===== src/rtl/text_column_capture.sv =====
// Captures one 8-pixel band of vertically rendered text into a double-buffered
// column store and serves the front buffer to the LED-matrix refresh logic.
module text_column_capture #(
  parameter int unsigned TEXT_WIDTH    = 16,
  parameter int unsigned CHAR_WIDTH    = 8,
  parameter int unsigned PIXEL_ROWS    = 8,
  parameter int unsigned SETTLE_CYCLES = 4,
  localparam int unsigned COLS    = TEXT_WIDTH * CHAR_WIDTH,
  localparam int unsigned COL_SZ  = $clog2(COLS),
  localparam int unsigned BAND_SZ = $clog2(PIXEL_ROWS)
) (
  input  logic               clk,
  input  logic               reset,
  input  logic               start,
  input  logic [BAND_SZ-1:0] band_sel,
  output logic               busy,
  output logic               done,
  output logic               toggle_restart,
  output logic               toggle_next,
  input  logic [7:0]         cur_pixels,
  input  logic [COL_SZ-1:0]  rd_col,
  output logic [7:0]         rd_data
);

  localparam int unsigned CNT_SZ  = (SETTLE_CYCLES > 1) ? $clog2(SETTLE_CYCLES) : 1;
  localparam int unsigned SKIP_SZ = $clog2(PIXEL_ROWS * COLS);

  localparam logic [CNT_SZ-1:0] CNT_RELOAD = CNT_SZ'(SETTLE_CYCLES - 1);
  localparam logic [COL_SZ-1:0] COL_LAST   = COL_SZ'(COLS - 1);

  typedef enum logic [1:0] {
    IDLE = 2'd0,
    WAIT = 2'd1,
    STEP = 2'd2
  } state_t;

  state_t              state, state_next;
  logic [CNT_SZ-1:0]   cnt, cnt_next;
  logic [SKIP_SZ-1:0]  skip, skip_next;
  logic [COL_SZ-1:0]   col, col_next;
  logic                toggle_restart_next, toggle_next_next;
  logic                busy_next, done_next;
  logic                front_sel, front_sel_next;
  logic                wr_en;

  logic [7:0] mem [2][COLS];

  // NOTE: every signal driven here gets a default first, so no path can
  // leave one unassigned and infer a latch.
  always_comb begin
    state_next          = state;
    cnt_next            = cnt;
    skip_next           = skip;
    col_next            = col;
    toggle_restart_next = toggle_restart;
    toggle_next_next    = toggle_next;
    busy_next           = busy;
    done_next           = 1'b0;
    front_sel_next      = front_sel;
    wr_en               = 1'b0;

    unique case (state)
      IDLE: begin
        if (start) begin
          toggle_restart_next = ~toggle_restart;
          // Columns of earlier bands are stepped over without capturing.
          skip_next           = SKIP_SZ'(band_sel) * SKIP_SZ'(COLS);
          col_next            = '0;
          cnt_next            = CNT_RELOAD;
          busy_next           = 1'b1;
          state_next          = WAIT;
        end
      end

      WAIT: begin
        if (cnt == '0) begin
          state_next = STEP;
        end else begin
          cnt_next = cnt - 1'b1;
        end
      end

      STEP: begin
        if (skip != '0) begin
          skip_next        = skip - 1'b1;
          toggle_next_next = ~toggle_next;
          cnt_next         = CNT_RELOAD;
          state_next       = WAIT;
        end else begin
          wr_en = 1'b1;
          if (col == COL_LAST) begin
            front_sel_next = ~front_sel;
            busy_next      = 1'b0;
            done_next      = 1'b1;
            state_next     = IDLE;
          end else begin
            col_next         = col + 1'b1;
            toggle_next_next = ~toggle_next;
            cnt_next         = CNT_RELOAD;
            state_next       = WAIT;
          end
        end
      end

      default: state_next = IDLE;
    endcase
  end

  // NOTE: sequential state uses non-blocking assignments so every register
  // samples the pre-edge values regardless of statement order.
  always_ff @(posedge clk) begin
    if (reset) begin
      state          <= IDLE;
      cnt            <= '0;
      skip           <= '0;
      col            <= '0;
      toggle_restart <= 1'b0;
      toggle_next    <= 1'b0;
      busy           <= 1'b0;
      done           <= 1'b0;
      front_sel      <= 1'b0;
    end else begin
      state          <= state_next;
      cnt            <= cnt_next;
      skip           <= skip_next;
      col            <= col_next;
      toggle_restart <= toggle_restart_next;
      toggle_next    <= toggle_next_next;
      busy           <= busy_next;
      done           <= done_next;
      front_sel      <= front_sel_next;
    end
  end

  // NOTE: the column store has no reset so it maps onto plain RAM; the
  // front buffer is only meaningful after a completed capture.
  always_ff @(posedge clk) begin
    if (wr_en && !reset) begin
      mem[~front_sel][col] <= cur_pixels;
    end
  end

  // front_sel is still the old value on the swap edge, so reads never tear.
  always_ff @(posedge clk) begin
    if (reset) begin
      rd_data <= '0;
    end else begin
      rd_data <= mem[front_sel][rd_col];
    end
  end

endmodule


===== config.mk =====
export PLATFORM = sky130hd
export DESIGN_NAME = text_column_capture
export DESIGN_NICKNAME = d
export VERILOG_FILES = /design/src/rtl/text_column_capture.sv
export SDC_FILE = /design/constraint.sdc
export NUM_CORES = 2
export LEC_CHECK = 0
export ABC_AREA = 1
export BUFFER_PORTS_ARGS = -buffer_cell sky130_fd_sc_hd__buf_2
export CAP_MARGIN = 20
export CORE_MARGIN = 5
export CORE_UTILIZATION = 25
export CTS_CLUSTER_SIZE = 40
export DETAILED_ROUTE_END_ITERATION = 8
export PLACE_DENSITY = 0.39
export SLEW_MARGIN = 20
export SYNTH_ARGS = -nofsm -noshare
export SYNTH_HDL_FRONTEND = slang
export SYNTH_SLANG_ARGS = --single-unit

===== constraint.sdc =====
create_clock -name clk -period 5.2 [get_ports clk]
set_input_delay 0.52 -clock clk [delete_from_list [all_inputs] [get_ports clk]]
set_output_delay 0.52 -clock clk [all_outputs]
set_load 0.01 [all_outputs]

Word-level counts from Yosys, hierarchy flattened
Memories as Yosys holds them, arrays and structs flattened. A register that Yosys moved wholly into a read port is not among the register bits.
Index checks and enable logic that the tools add are counted.
{"block": "classes", "bitwise_logic": 7, "reduce_logical": 17, "n_mux": 35, "eq_ne": 12, "magnitude_cmp": 3, "n_addsub": 3}
{"operator": "1024-bit 2-to-1 mux", "n": 1}
{"operator": "8-bit binary-select mux with 7-bit select", "n": 1}
{"operator": "8-bit demux with 7-bit select", "n": 1}
{"operator": "8-bit 2-to-1 mux", "n": 3}
{"operator": "7-bit 2-to-1 mux", "n": 3}
{"operator": "10-bit 2-to-1 mux", "n": 2}
{"operator": "10-bit case mux with 2 select lines", "n": 1}
{"operator": "8-bit greater-or-equal comparator (second input constant)", "n": 2}
{"operator": "2-bit inequality test (second input constant)", "n": 8}
{"operator": "7-bit inverter with 8-bit output", "n": 2}
{"operator": "7-bit case mux with 2 select lines", "n": 1}
{"operator": "1-bit 2-to-1 mux", "n": 13}
{"operator": "2-bit 2-to-1 mux", "n": 6}
{"operator": "2-bit case mux with 3 select lines", "n": 2}
{"operator": "4-bit AND reduction", "n": 3}
{"operator": "10-bit nonzero test", "n": 1}
{"operator": "10-bit by 1-bit subtractor with 10-bit output (second input constant)", "n": 1}
{"operator": "8-bit by 1-bit less-than comparator with 1-bit output (second input constant)", "n": 1}
{"operator": "7-bit by 1-bit adder with 7-bit output (second input constant)", "n": 1}
{"operator": "7-bit == test (second input constant)", "n": 1}
{"operator": "2-bit AND reduction", "n": 3}
{"operator": "3-bit AND reduction", "n": 2}
{"operator": "1-bit inverter", "n": 5}
{"operator": "2-bit logical NOT", "n": 2}
{"operator": "10 further kinds", "n": 11}
{"block": "word_totals", "word_cells": 88, "ff_bits": 34, "ramBits": 2048, "output_inout_bits": 12, "in_bits": 21, "mem_count": 1}
{"memory": "mem", "depth": 2, "word_bits": 1024, "rd": 1, "rd_ports_with_merged_regs": 1, "write_ports": 1, "line_no": "46", "rtl": "logic [7:0] mem [2][COLS];"}

Logic depth before layout (Yosys ltp)
{"block": "depth", "word_depth": 6, "ltp_mapped": 15}

Least setup slack after synthesis
No wires, ideal clock.
{"block": "synth_timing", "path_type": "register to register", "startpoint": "reg skip[0]", "endpoint": "mem mem[0][160] in the netlist's numbering (enable)", "required_time_ns": 4.817, "n_path_buf": 2, "arrival_time_ns": 2.199, "path_stages_with_launch": 13, "setup_ns": 0.383, "synth_period_minus_slack_ns": 2.582, "setup_slack_ns": 2.618, "cell_sequence": "dfxtp_1 > inv_1 > ha_1 > nand2_1 > nor2_1 > nand2_1 > nor2_2 > inv_2 > nor3_4 > buf_6 > nand2_4 > buf_2 > nor3_1"}
{"block": "synth_between", "elab_chain_cells": 6}
{"item": "start, declared", "line_no": "39", "rtl": "logic [SKIP_SZ-1:0] skip, skip_next;"}
{"item": "start signal, assigned", "line_no": "125", "rtl": "skip <= skip_next;"}
{"item": "10-bit nonzero test", "line_no": "84", "rtl": "if (skip != '0) begin"}
{"item": "1-bit 2-to-1 mux", "line_no": "84"}
{"item": "1-bit 2-to-1 mux", "line_no": "62", "rtl": "unique case (state)"}
{"item": "1-bit logical AND", "line_no": "138", "rtl": "if (wr_en && !reset) begin"}
{"item": "1-bit 2-to-1 mux", "line_no": "138"}
{"item": "1024-bit 2-to-1 mux (implied by the code)", "line_no": "139", "rtl": "mem[~front_sel][col] <= cur_pixels;"}
{"item": "end, declared", "line_no": "46"}
No other way between the ends.

==> flow_summary.toml <==
[synth]
synthAdderAreaFrac_pct = 0.0443
synth-simple-area-share_pct = 23.0
synth_cell_types = 35
synth_compound_area_share_pct = 0.648
syn-cell-area_um2 = 84700
yosys.area_share.xor_xnor_pct = 0.0207
seq_area_frac_synth_pct = 73.4
synth.area.mux_share_pct = 0
async_flop_share_pct = 0
synth_seq_cells = 2083
syn_nets = 7212
synth_cells = 7188
postSynthAreaPerCell_um2 = 11.8
synth_top_family_by_area = "simple AND/OR/NAND/NOR gates"
synth_edf_count = 2048
yosysWarnings = 0
synth_ff_type = "edfxtp_1"

[pwr]
leakage_nw = 33.3
finalPower_mw = 36.0
p_per_area_nw_per_um2 = 365
ir_worst_vdd_v = 0.000268

[global_route]
grt_usage_pct = 15.3
grt_pass1_wl_mm = 400
grt_pass1_vias = 54900
grt_max_degree = 159
overflow = 0
antenna_found_initial = 7

[layout]
mostFrequentLayoutCells = "nand2_1, edfxtp_1, nand3_1, buf_4, clkbuf_16"
final_common_cell = "nand2_1"
drive_above_1_share_pct = 9.33
multi_input_area_um2 = 20200
final-seq-area_um2 = 62200
final_cell_count_no_fill = 11900
finalNetCount = 7274
area.growth.synth_to_final_pct = 16.3
fillCellCount = 34400

[die]
die_w_um = 592
start_util_pct = 25.1
num_rows = 213
ios = 33
dieArea_um2 = 351000
coreArea_um2 = 337000
die_h_um = 592

[sta]
setup_tns_ns = 0
drv_slew = 0
rsz0062_at_grt = "no"
tightest_slew_ns = 1.15
finalClockSkew_ns = 0.0647
relSlewSlack_pct = 22.5
setup_viol = 0
period_share_pct = 85.6
hold_viol = 0
fmax_ghz = 0.225
fin_crit_ns = 4.45

[routing]
drc = 0
drt_wl_total_mm = 275
wl_per_cell_um = 23.0
routed_via_density = 4.63
vias = 55300
antenna_left = 0
drtPass1Iterations = 6
drt_iter0_markers = 4417

[placed_design]
gp_congestion = 0.782
dp_hpwl_mm = 155
dp.cells = 11500
numPortBuffers = 32

[cts]
cts_tree = "yes"
cts_sinks = 2083
cts_resized = 0
cts.reportedPaths.clkPinSlew_ns = 0.06
clock_latency_ns = 0.91
cts_buffers = 233
cts_root_buffer = "clkbuf_16"
htreeDepth = 4
cts_buffer_depth = 4

[min_path]
holdCritPathClass = "in -> reg"
min_path_cells = 1

[critical_path]
worst_ep_required_time_ns = 5.92
critPathArrivalTime_ns = 5.17
rr_worst_depth = 13
critPathKind = "reg -> reg"
crit_path_end_kind = "flip-flop"
crit_path_max_fanout = 72
start_kind = "flip-flop"

[run]
cap_violations = 0

[run_status]
outcome = "finished, final reports clean"
-- routing by layer --
| metal | wire (um) | track usage (%) | up-vias |
|---|---|---|---|
| li1 | - | - | 25800 |
| met1 | 128000 | 21.5 | 27900 |
| met2 | 129000 | 25.0 | 1248 |
| met3 | 12200 | 2.01 | 336 |
| met4 | 5880 | 3.64 | 2 |
| met5 | 9 | 0 | - |
-- report_power, final --
| part | leakage [nW] | total (mW) | switching [mW] | internal [mW] |
|---|---|---|---|---|
| clock | 3.47 | 15.9 | 6.80 | 9.15 |
| sequential | 18.7 | 18.5 | 0.0199 | 18.5 |
| combinational | 11.1 | 1.55 | 1.21 | 0.336 |
-- logic make-up (layout without fill, tap and decap cells) --
logic type | Yosys count | after routing
AO/OA/AOI/OAI | 103 | 103
adder cells (fa/ha/maj) | 3 | 3
XOR/XNOR | 2 | 2
other | 0 | 5
buffers and inverters | 559 | 796
AND/OR/NAND/NOR | 4438 | 4438
flip-flops | 2083 | 2083
-- critical path, stage by stage, from the launching register on --
cell,delay [ns]
dfxtp_4,0.51
inv_8,0.52
buf_4,0.71
buf_4,0.39
nand2_1,0.08
nand3_1,0.10
nand3_1,0.13
nand3_1,0.16
nand3_1,0.13
nand3_1,0.23
nand3_1,0.25
nand3_1,0.31
nand2_1,0.16
nor2_1,0.44
-- path summary, 6_finish.rpt --
| path | from | end | slack (ns) |
|---|---|---|---|
| hold / removal | cur_pixels[2] | mem[0][10] | 0.13 |
| setup / recovery | flip-flop | rd_data[7] | 0.75 |
| hold reg to reg | busy | busy | 0.46 |
| setup reg to reg | flip-flop | rd_data[7] | 0.75 |
-- Yosys cell counts, types with 4 or more instances --
master       n  share of area, %
nand2_1   2101               9.3
edfxtp_1  2048                73
nand3_1   1936                11
nor3_1     245               1.4
buf_2      215               1.3
clkbuf_1   210              0.93
nor2_1     135              0.60
buf_1       70              0.31
o21ai_0     43              0.25
inv_1       42              0.19
a21oi_1     38              0.22
dfxtp_1     35              0.83
o22ai_1     16              0.12
buf_4       12              0.11
inv_2        6             0.027
nor3_2       4             0.047
-- sequential cells by signal, indices dropped and copies added (netlist names), named ones only --
signal,cells
busy,1
state,2
done,1
toggle_restart,1
toggle_next,1
rd_data,8
front_sel,1
col,7
cnt,2
skip,10
mem,2048
-- area by class of cell --
cell class	instances	share of cell area, %
multi-input combinational	4546	20.5
antenna	5	0.0127
sequential	2083	63.1
inverter	49	0.222
tap	4515	5.73
clock inverter	111	1.03
timing repair buffer	337	3.09
clock buffer	299	6.23
-- metrics by stage --
step	hold slack (ns)	util, %	setup WS (ns)	area (um^2)
2_1_floorplan	0.451	-	2.62	84700
3_3_place_gp	0.454	27.0	0.759	91200
3_5_place_dp	0.459	27.1	0.730	91200
4_1_cts	0.0655	29.2	0.685	98400
5_1_grt	0.139	29.2	0.643	98500
6_report	0.130	29.2	0.749	98500
-- timing repair --
item                                    in CTS  in global routing
endpoints found under the hold margin       11                  0
hold buffers                                 4                  0
setup buffers                                0                  0
endpoints found under the setup margin       0                  0
(Power assumes the default switching activity.)
